<file path="config.mk">
export PLATFORM = sky130hd
export DESIGN_NAME = keypad_scanner_flat
export DESIGN_NICKNAME = d
export VERILOG_FILES = /design/src/rtl/keypad_scanner_pkg.sv /design/src/rtl/keypad_scanner_if.sv /design/src/rtl/keypad_scanner_sync2.sv /design/src/rtl/keypad_scanner.sv /design/src/flat_wrapper.sv
export SDC_FILE = /design/constraint.sdc
export NUM_CORES = 1
export LEC_CHECK = 0
export CORE_UTILIZATION = 45
export DETAILED_ROUTE_END_ITERATION = 7
export PLACE_DENSITY_LB_ADDON = 0.08
export SLEW_MARGIN = 20
export SYNTH_ARGS = -nofsm -noshare
export SYNTH_HDL_FRONTEND = slang
export SYNTH_SLANG_ARGS = --single-unit
</file>
<file path="constraint.sdc">
create_clock -name clk -period 2.5 [get_ports clk]
set_input_delay 0.375 -clock clk [delete_from_list [all_inputs] [get_ports clk]]
set_output_delay 0.375 -clock clk [all_outputs]
set_load 0.02 [all_outputs]
</file>
<file path="src/rtl/keypad_scanner_pkg.sv">
// Shared calculator package: key-code constants and the 4x4 keypad map.
// The control FSM imports the same constants, so a code emitted here decodes there unchanged.
package keypad_scanner_pkg;

  typedef logic [3:0] key_code_t;

  localparam key_code_t KEY_SUM = 4'hA;
  localparam key_code_t KEY_SUB = 4'hB;
  localparam key_code_t KEY_STO = 4'hC;
  localparam key_code_t KEY_LD  = 4'hD;
  localparam key_code_t KEY_ENT = 4'hE;
  localparam key_code_t KEY_NOP = 4'hF;

  // Row/column to key code, indexed {row, col}.
  function automatic key_code_t key_code(input logic [1:0] row, input logic [1:0] col);
    key_code_t code;
    case ({row, col})
      4'h0: code = 4'h1;
      4'h1: code = 4'h2;
      4'h2: code = 4'h3;
      4'h3: code = KEY_SUM;
      4'h4: code = 4'h4;
      4'h5: code = 4'h5;
      4'h6: code = 4'h6;
      4'h7: code = KEY_SUB;
      4'h8: code = 4'h7;
      4'h9: code = 4'h8;
      4'hA: code = 4'h9;
      4'hB: code = KEY_STO;
      4'hC: code = KEY_NOP;
      4'hD: code = 4'h0;
      4'hE: code = KEY_ENT;
      default: code = KEY_LD;
    endcase
    return code;
  endfunction

  // True when exactly one active-low row is asserted.
  function automatic logic single_low(input logic [3:0] pat);
    return $countones(~pat) == 1;
  endfunction

  // Index of the low row; only meaningful when single_low(pat) holds.
  function automatic logic [1:0] low_row(input logic [3:0] pat);
    logic [1:0] idx;
    case (pat)
      4'b1110: idx = 2'd0;
      4'b1101: idx = 2'd1;
      4'b1011: idx = 2'd2;
      default: idx = 2'd3;
    endcase
    return idx;
  endfunction

endpackage

</file>
<file path="src/rtl/keypad_scanner_if.sv">
// Keypad scanner bus: matrix drive/sense plus the key-code output toward the control FSM.
//   master: scanner side (senses row_in, drives col_out/tecla/ready/pressed)
//   slave : keypad + consumer side
interface keypad_scanner_if;
  import keypad_scanner_pkg::*;

  logic [3:0] row_in;   // active-low rows, asynchronous
  logic [3:0] col_out;  // active-low column drive, one-cold
  key_code_t  tecla;    // last accepted key code
  logic       ready;    // one-cycle strobe, tecla new
  logic       pressed;  // accepted and not yet debounced-released

  modport master (input row_in, output col_out, tecla, ready, pressed);
  modport slave  (output row_in, input col_out, tecla, ready, pressed);
endinterface

</file>
<file path="src/rtl/keypad_scanner_sync2.sv">
// sync2: two-flop synchroniser for asynchronous inputs, reset to all-ones (idle pulled-up level).
//   clk, reset : system clock, synchronous active-high reset
//   d_i        : asynchronous input
//   q_o        : synchronised output
module sync2 #(
  parameter int unsigned WIDTH = 4
) (
  input  logic             clk,
  input  logic             reset,
  input  logic [WIDTH-1:0] d_i,
  output logic [WIDTH-1:0] q_o
);
  logic [WIDTH-1:0] meta_q, sync_q;

  always_ff @(posedge clk) begin
    if (reset) begin
      meta_q <= '1;
      sync_q <= '1;
    end else begin
      meta_q <= d_i;
      sync_q <= meta_q;
    end
  end

  assign q_o = sync_q;
endmodule

</file>
<file path="src/rtl/keypad_scanner.sv">
// keypad_scanner: scans the 4x4 keypad, debounces rows and emits one key code per press.
//   clk, reset : system clock, synchronous active-high reset
//   bus        : keypad_scanner_if.master (row_in in; col_out, tecla, ready, pressed out)
module keypad_scanner
  import keypad_scanner_pkg::*;
#(
  parameter int unsigned SCAN_DIV     = 1000,
  parameter int unsigned DEBOUNCE_CNT = 8
) (
  input  logic clk,
  input  logic reset,
  keypad_scanner_if.master bus
);
  localparam int unsigned DcntW = $clog2(SCAN_DIV);
  localparam int unsigned CntW  = $clog2(DEBOUNCE_CNT + 1);
  localparam logic [DcntW-1:0] DcntLast = DcntW'(SCAN_DIV - 1);
  localparam logic [CntW-1:0]  CntDone  = CntW'(DEBOUNCE_CNT);

  typedef enum logic [1:0] {StScan, StDebounce, StEmit, StHold} state_e;

  state_e           state_q, state_d;
  logic [DcntW-1:0] dcnt_q, dcnt_d;
  logic [1:0]       col_q, col_d;
  logic [3:0]       cap_q, cap_d;
  logic [CntW-1:0]  match_q, match_d;
  logic [CntW-1:0]  rel_q, rel_d;
  key_code_t        tecla_q, tecla_d;
  logic             ready_q, ready_d;
  logic             pressed_q, pressed_d;
  logic [3:0]       rs;
  logic             sample;

  sync2 #(.WIDTH(4)) u_sync (
    .clk   (clk),
    .reset (reset),
    .d_i   (bus.row_in),
    .q_o   (rs)
  );

  // Dwell counter free-runs; rows are sampled on its last count.
  assign sample = (dcnt_q == DcntLast);
  assign dcnt_d = sample ? '0 : dcnt_q + 1'b1;

  always_ff @(posedge clk) begin
    if (reset) begin
      state_q   <= StScan;
      dcnt_q    <= '0;
      col_q     <= '0;
      cap_q     <= 4'hF;
      match_q   <= '0;
      rel_q     <= '0;
      tecla_q   <= KEY_NOP;
      ready_q   <= 1'b0;
      pressed_q <= 1'b0;
    end else begin
      state_q   <= state_d;
      dcnt_q    <= dcnt_d;
      col_q     <= col_d;
      cap_q     <= cap_d;
      match_q   <= match_d;
      rel_q     <= rel_d;
      tecla_q   <= tecla_d;
      ready_q   <= ready_d;
      pressed_q <= pressed_d;
    end
  end

  // Counters are checked at the sample after they reach DEBOUNCE_CNT, so exactly
  // DEBOUNCE_CNT identical samples are needed and the count never exceeds its terminal value.
  always_comb begin
    state_d = state_q;
    unique case (state_q)
      StScan:     if (sample && rs != 4'hF) state_d = StDebounce;
      StDebounce: begin
        if (sample) begin
          if (match_q == CntDone) state_d = StEmit;
          else if (rs != cap_q)   state_d = StScan;
        end
      end
      StEmit:     state_d = StHold;
      StHold:     if (sample && rel_q == CntDone) state_d = StScan;
    endcase
  end

  always_comb begin
    col_d     = col_q;
    cap_d     = cap_q;
    match_d   = match_q;
    rel_d     = rel_q;
    tecla_d   = tecla_q;
    ready_d   = 1'b0;
    pressed_d = pressed_q;
    unique case (state_q)
      StScan: begin
        if (sample) begin
          if (rs == 4'hF) begin
            col_d = col_q + 2'd1;
          end else begin
            cap_d   = rs;
            match_d = CntW'(1);
          end
        end
      end
      StDebounce: begin
        if (sample && match_q != CntDone) begin
          if (rs == cap_q) begin
            match_d = match_q + 1'b1;
          end else begin
            match_d = '0;
            col_d   = col_q + 2'd1;
          end
        end
      end
      StEmit: begin
        match_d = '0;
        rel_d   = '0;
        // Multi-row patterns are ambiguous and dropped, but still wait for release.
        if (single_low(cap_q)) begin
          tecla_d   = key_code(low_row(cap_q), col_q);
          ready_d   = 1'b1;
          pressed_d = 1'b1;
        end else begin
          pressed_d = 1'b0;
        end
      end
      StHold: begin
        if (sample) begin
          if (rel_q == CntDone) begin
            pressed_d = 1'b0;
            rel_d     = '0;
            col_d     = col_q + 2'd1;
          end else if (rs == 4'hF) begin
            rel_d = rel_q + 1'b1;
          end else begin
            rel_d = '0;
          end
        end
      end
    endcase
  end

  assign bus.col_out = ~(4'b0001 << col_q);
  assign bus.tecla   = tecla_q;
  assign bus.ready   = ready_q;
  assign bus.pressed = pressed_q;

endmodule

</file>
<file path="src/flat_wrapper.sv">
// flat-port wrapper written by rule: the top's interface ports become plain ports
module keypad_scanner_flat import keypad_scanner_pkg::*;
#(
  parameter int unsigned SCAN_DIV     = 1000,
  parameter int unsigned DEBOUNCE_CNT = 8
)
  (clk, reset, bus_row_in, bus_col_out, bus_tecla, bus_ready, bus_pressed);
  keypad_scanner_if bus_i ();
  input  logic clk;
  input  logic reset;
  input wire logic [$bits(bus_i.row_in)-1:0] bus_row_in;
  output wire logic [$bits(bus_i.col_out)-1:0] bus_col_out;
  output wire logic [$bits(bus_i.tecla)-1:0] bus_tecla;
  output wire logic [$bits(bus_i.ready)-1:0] bus_ready;
  output wire logic [$bits(bus_i.pressed)-1:0] bus_pressed;
  assign bus_i.row_in = bus_row_in;
  assign bus_col_out = bus_i.col_out;
  assign bus_tecla = bus_i.tecla;
  assign bus_ready = bus_i.ready;
  assign bus_pressed = bus_i.pressed;
  keypad_scanner #(.SCAN_DIV(SCAN_DIV), .DEBOUNCE_CNT(DEBOUNCE_CNT)) u_core (.clk(clk), .reset(reset), .bus(bus_i));
endmodule
</file>
---- After elaboration in Yosys (flattened, before gate mapping) ----
Memories as Yosys holds them, arrays and structs flattened. A register that Yosys moved wholly into a read port is not among the register bits.
Index checks and enable logic that the tools add are counted.
word-level totals
  bits in registers ....................... 36
  memory bits (read-only) ................. 64
  input bits .............................. 6
  output and inout port bits .............. 10
  word-level logic and storage cells ...... 94
  memories ................................ 1
memory list
  name             depth  bits a word  rd ports  clocked after Yosys merged registers in  write ports  line                      RTL
  (no name shown)  16     4            1         1                                        0            keypad_scanner_pkg.sv:17  case ({row, col})
operators by class
  equality and inequality tests ........... 26
  bitwise logic cells ..................... 4
  shift operators ......................... 1
  muxes and demuxes ....................... 29
  add/sub/neg operators ................... 7
  reductions and logical operators ........ 16
operator list
  cell                                                                      number
  32-bit adder                                                              1
  32-bit by 2-bit == test with 1-bit output (second input constant)         1
  4-bit two-way mux                                                         7
  2-bit two-way mux                                                         13
  4-bit == test (second input constant)                                     6
  2-bit by 1-bit inequality test with 1-bit output (second input constant)  8
  2-bit case mux with 3 select lines                                        2
  4-bit case mux with 3 select lines                                        1
  10-bit by 1-bit adder with 10-bit output (second input constant)          1
  10-bit == test (second input constant)                                    1
  4-bit by 1-bit adder with 4-bit output (second input constant)            2
  4-bit inequality test (second input constant)                             2
  4-bit inverter                                                            2
  2-bit case mux with 4 select lines                                        1
  4-bit case mux with 2 select lines                                        1
  4-bit AND reduction                                                       2
  7-bit AND reduction                                                       1
  3-bit AND reduction                                                       2
  3-bit nonzero test                                                        2
  1-bit by 1-bit adder with 2-bit output                                    2
  2-bit == test (second input constant)                                     2
  4-bit == test                                                             1
  2-bit inequality test (second input constant)                             2
  4-bit inequality test                                                     1
  other kinds (12)                                                          19

---- Logic depth before layout (Yosys ltp) ----
  depth after elaboration ................. 6
  gate-level depth with buffers ........... 8

---- Modules after synthesis ----
From an unflattened synthesis, not the netlist that was laid out.
second synthesis, totals
  cells, all modules ...................... 240
  area, all modules ....................... 2,213.4 sq um
modules (own cells, without submodules)
  module          sequential area each (sq um)  cells each  instances  area each (sq um)
  keypad_scanner  640.6                         224         1          2,003.2
  sync2           160.2                         16          1          210.2

---- Least setup slack after synthesis ----
OpenSTA, ideal clock, no wires.
  kind .................................... register to register
  from .................................... register u_core.cap_q[0]
  to ...................................... register u_core.pressed_q, in the netlist u_core.bus.pressed
  data arrival time ....................... 2.078 ns
  library setup time ...................... 0.070 ns
  stages on the path, launching flop included .. 9
  slack ................................... 0.351 ns
  path buffers ............................ 0
  cell sequence ........................... dfxtp_1 > inv_1 > ha_1 > ha_1 > fa_1 > nor2_1 > nand3_1 > or2_2 > a21oi_1
between the ends
  cells in the longest elaborated chain, start to end .. 6
RTL lines
  what                                                          line                      RTL
  from (decl)                                                   keypad_scanner.sv:24      logic [3:0] cap_q, cap_d;
  from (signal assigned)                                        keypad_scanner.sv:59      cap_q <= cap_d;
  4-bit inverter                                                keypad_scanner_pkg.sv:40  return $countones(~pat) == 1;
  1-bit by 1-bit adder with 2-bit output (not written as such)  keypad_scanner_pkg.sv:40
  32-bit adder (not written as such)                            keypad_scanner_pkg.sv:40
  32-bit by 2-bit == test with 1-bit output                     keypad_scanner_pkg.sv:40
  1-bit two-way mux                                             keypad_scanner.sv:118     if (single_low(cap_q)) begin
  1-bit case mux with 2 select lines                            keypad_scanner.sv:93      unique case (state_q)
  to (signal assigned)                                          keypad_scanner.sv:64      pressed_q <= pressed_d;
  to (decl)                                                     keypad_scanner.sv:29      logic pressed_q, pressed_d;
No other way between the ends.
A chain may end at the register's enable or synchronous reset.

---- Final worst setup path ----
Same ends and word-level chain as after synthesis.

==> summary.log <==
qor: route.detailroute.via_count 1713
qor: power.ir_worst_vdd 0.0002835 V
qor: place.placed_area 2459 sq um
qor: route.routed_wire_length_on_met3 109 um
qor: sta.timing.max_slew.rel_slack 56.95%
qor: setup_path.critPathCaptureType flop
qor: yosys.synthesis.instances 246
qor: cells_and_area.drive_above_1_share 10.90%
qor: place.place_congestion 0.7790
qor: cells_and_area.area.sequential 800.8 sq um
qor: sta.setup_viol_count_final 0
qor: worst_hold_path.hp-class reg2reg
qor: floorplanning.die_area 5237 sq um
qor: sta.final_min_period_over_clock_period 92.11%
qor: floorplanning.dieWidth 72.37 um
qor: sta.largest_clock_skew_in_the_final_design 0.007125 ns
qor: setup_path.worstPathRequired 2.73 ns
qor: setup_path.worst_setup_path_start_kind flop
qor: global_routing.number_of_antenna_violations_at_the_first_check_in_global_routing 0
qor: global_routing.pin_count_of_the_biggest_net_entering_global_routing 14
qor: sta.report.final.slew_viol_count 0
qor: setup_path.path_class reg2reg
qor: sta.finalWorstSetupSlack 0.1973 ns
qor: route.detailedRoute.firstPassIterationCount 4
qor: setup_path.crit-reg2reg-capture u_core.bus.pressed
qor: power.power_density 547.3 nW/um^2
qor: place.port_buffers 15
qor: clock_tree.clock_tree.htree_level_count 2
qor: route.antenna_left 0
qor: route.drt_first_iter_violations 49
qor: yosys.share_of_synthesized_flip_flops_with_an_asynchronous_set_or_reset 0%
qor: route.dr.max_layer_used met4
qor: sta.hold_viol 0
qor: sta.totalNegativeSetupSlack 0 ns
qor: clock_tree.cts.root.buffer_cell sky130_fd_sc_hd__clkbuf_8
qor: yosys.postSynthRegisterBits 40
qor: global_routing.globalRouteTotalUtil 16.88%
qor: clock_tree.cts_hold_buf 0
qor: route.routed_wirelength 4072 um
qor: floorplanning.pin_count 16
qor: worst_hold_path.whs_path_depth 1
qor: route.wl_met1 2133 um
qor: place.place_ws 0.1521 ns
qor: clock_tree.cts_buffers 5
qor: cells_and_area.fin_nets 295
qor: floorplanning.floorplan.initialDensity 46.87%
qor: cells_and_area.design_area 2623 sq um
qor: setup_path.critical_path.startpoint u_core.cap_q[0]
qor: run_status.outcome complete, no violations
qor: sta.worstMarginPinSlew 0.6430 ns
qor: yosys.synth_enable_flop_cells 0
qor: power.power 1.435 mW
qor: yosys.syn_avg_cell_area 9.058 sq um
qor: yosys.post_synth_instance_area 2228 sq um
qor: global_routing.globalRoute.totalOverflow 0
qor: clock_tree.clkSlewWorstSetupHoldPaths 0.08 ns
qor: power.internal_power 1.168 mW
qor: job.drv.max_cap_violation_count 0
qor: floorplanning.floorplan.rows 25
qor: setup_path.r2r_start u_core.cap_q[0]
qor: clock_tree.worst_skew_pair.late_latency 0.30 ns
qor: power.switchingPower 267.5 uW
qor: yosys.ys.flop_type sky130_fd_sc_hd__dfxtp_1
qor: power.sequentialPowerShare 45.6%
qor: yosys.synth.lib_cells_used.distinct 50
qor: setup_path.reg2reg_slack 0.20 ns
qor: setup_path.worst-path-max-fanout 10
qor: cells_and_area.multiInputGateArea 1316 sq um
qor: yosys.yosysWarningCount 0
qor: floorplanning.floorplan.core_area 4755 sq um
qor: route.drc 0
qor: cells_and_area.fill_cells 440
qor: cells_and_area.n_antenna_cell 0
qor: power.pwr-share-clk 51.2%
qor: power.power.leakage 1.071 nW
qor: place.dp_hpwl 2988 um
qor: sta.layout_min_cycle_time 2.303 ns
qor: yosys.synth_sequential_area_ratio 35.93%
qor: cells_and_area.final_util 55.16%
qor: worst_hold_path.min_delay_worst_endpoint u_core.u_sync.q_o[3]
qor: route.route.met2.wl 1759 um
qor: cells_and_area.synthToLayoutAreaGrowth 17.69%
qor: sta.clock.fmax 434.3 MHz
qor: setup_path.worst_ep_arrival_time 2.54 ns
qor: power.power.share.combinational 3.2%
qor: clock_tree.clk_path_buf_depth 2
qor: clock_tree.number_of_clock_sinks 40
qor: global_routing.first_global_vias 1497
qor: route.route.detailed.wl_per_inst 12.23 um
qor: route.via_per_inst 5.144
qor: worst_hold_path.worst_hold_startpoint u_core.u_sync.meta_q[3]
qor: setup_path.reg2regPathDepth 8
qor: yosys.synth_fp_nets 276
qor: sta.unrepaired_setup_endpoints_after_global_routing no
qor: global_routing.grt_first_pass_wirelength 6851 um
qor: power.sw_ratio 18.64%
qor: clock_tree.cts_tree yes
qor: floorplanning.floorplan.die.height 72.37 um
-- cell usage after synthesis (2+ instances only) --
master / n / area (sq um)
sky130_fd_sc_hd__dfxtp_1: 40 / 800.8
sky130_fd_sc_hd__ha_1: 23 / 287.8
sky130_fd_sc_hd__nor2_1: 23 / 86.33
sky130_fd_sc_hd__inv_1: 22 / 82.58
sky130_fd_sc_hd__nand2_1: 22 / 82.58
sky130_fd_sc_hd__a21oi_1: 9 / 45.04
sky130_fd_sc_hd__nand3_1: 9 / 45.04
sky130_fd_sc_hd__or2_2: 9 / 56.30
sky130_fd_sc_hd__o211ai_1: 8 / 60.06
sky130_fd_sc_hd__xnor2_1: 7 / 61.31
sky130_fd_sc_hd__and3_1: 6 / 37.54
sky130_fd_sc_hd__clkbuf_1: 6 / 22.52
sky130_fd_sc_hd__xor2_1: 5 / 43.79
sky130_fd_sc_hd__a211oi_1: 4 / 30.03
sky130_fd_sc_hd__nand4_1: 4 / 25.02
sky130_fd_sc_hd__nor3_1: 4 / 20.02
sky130_fd_sc_hd__mux2i_1: 3 / 30.03
sky130_fd_sc_hd__nand3b_1: 2 / 15.01
sky130_fd_sc_hd__nor2b_1: 2 / 12.51
sky130_fd_sc_hd__o2111ai_1: 2 / 17.52
sky130_fd_sc_hd__o21ai_0: 2 / 10.01
sky130_fd_sc_hd__o21ai_1: 2 / 10.01
sky130_fd_sc_hd__o31ai_1: 2 / 15.01
sky130_fd_sc_hd__o32ai_1: 2 / 17.52
sky130_fd_sc_hd__o41ai_1: 2 / 17.52
sky130_fd_sc_hd__or4_1: 2 / 15.01
-- power groups by stage --
stage	registers, mW	clock network, mW	logic, mW
detailed placement	0.670	0	0.0466
global placement	0.670	0	0.0469
floorplan	0.668	0	0.0288
finish	0.655	0.734	0.0459
CTS	0.655	0.748	0.0466
global route	0.657	0.780	0.0519
-- worst max-delay path, cell delays in order, from the launching register on --
cell                      delay [ns]
sky130_fd_sc_hd__dfxtp_1        0.40
sky130_fd_sc_hd__inv_1          0.10
sky130_fd_sc_hd__ha_1           0.30
sky130_fd_sc_hd__ha_1           0.19
sky130_fd_sc_hd__fa_1           0.43
sky130_fd_sc_hd__nor2_1         0.15
sky130_fd_sc_hd__nand3_2        0.21
sky130_fd_sc_hd__or2_2          0.33
sky130_fd_sc_hd__a21oi_1        0.11
-- cells by family (layout without fill, tap and decap cells) --
| family | after synthesis | after routing | share of synthesized area, % |
|---|---|---|---|
| flip-flops | 40 | 40 | 35.93 |
| multiplexers | 5 | 5 | 2.526 |
| adder cells (fa/ha/maj) | 24 | 24 | 13.81 |
| AND/OR/NAND/NOR | 93 | 93 | 22.57 |
| AO/OA/AOI/OAI | 43 | 43 | 15.22 |
| XOR/XNOR | 12 | 12 | 4.716 |
| buffers and inverters | 29 | 49 | 5.222 |
-- what timing repair did --
item	4_1_cts	5_1_grt
setup endpoints to repair	0	1
buffers inserted	0	0
resized for setup	0	1
-- registers in the layout (all words and copies together) (netlist names), named ones only --
signal,cells
u_core.cap_q,4
u_core.u_sync.meta_q,4
u_core.dcnt_q,10
u_core.match_q,4
u_core.u_sync.q_o,4
u_core.col_q,2
u_core.bus.pressed,1
u_core.bus.tecla,4
u_core.state_q,1
u_core.bus.ready,1
u_core.rel_q,4
-- cells in the final DEF, fill, tap and decap left out, types with 3 or more instances in the layout --
cell type and n:
sky130_fd_sc_hd__o211ai_1 8, sky130_fd_sc_hd__nand2_1 22, sky130_fd_sc_hd__nor3_1 4, sky130_fd_sc_hd__clkbuf_8 5, sky130_fd_sc_hd__mux2i_1 3, sky130_fd_sc_hd__and3_1 6, sky130_fd_sc_hd__buf_4 4, sky130_fd_sc_hd__nand4_1 4
sky130_fd_sc_hd__dfxtp_1 40, sky130_fd_sc_hd__nor2_1 23, sky130_fd_sc_hd__a21oi_1 9, sky130_fd_sc_hd__or2_2 9, sky130_fd_sc_hd__ha_1 23, sky130_fd_sc_hd__xnor2_1 7, sky130_fd_sc_hd__inv_1 22, sky130_fd_sc_hd__xor2_1 5
sky130_fd_sc_hd__clkdlybuf4s50_1 15, sky130_fd_sc_hd__a211oi_1 4, sky130_fd_sc_hd__nand3_1 8, sky130_fd_sc_hd__bufinv_16 3
-- per-stage QoR --
stage	std cells	hold WS (ns)
floorplan	246	0.3895
CTS	333	0.4119
detailed placement	325	0.3923
global route	333	0.4248
finish	333	0.4112
global placement	325	0.3920
-- cell type report --
class / count / area share, %
Tap cell: 67 / 3.197
Clock buffer: 5 / 2.624
Multi-Input combinational cell: 177 / 50.19
Inverter: 22 / 3.149
Sequential cell: 40 / 30.53
Timing Repair Buffer: 19 / 6.870
Clock inverter: 3 / 3.435
-- worst max-delay path by stage --
stage                     slack [ns]            endpoint
after floorplan                 0.35  u_core.bus.pressed
after global placement          0.21  u_core.bus.pressed
after detailed placement        0.15  u_core.bus.pressed
after CTS                       0.12  u_core.bus.pressed
after global routing            0.07  u_core.bus.pressed
final                           0.20  u_core.bus.pressed
-- layer usage --
metal  up-vias  global-route usage (%)
met5         -                       0
met4         0                   8.497
met3         6                   3.333
met2        31                   25.86
met1       777                   22.56
li1        899                       -
(Power assumes the default switching activity.)
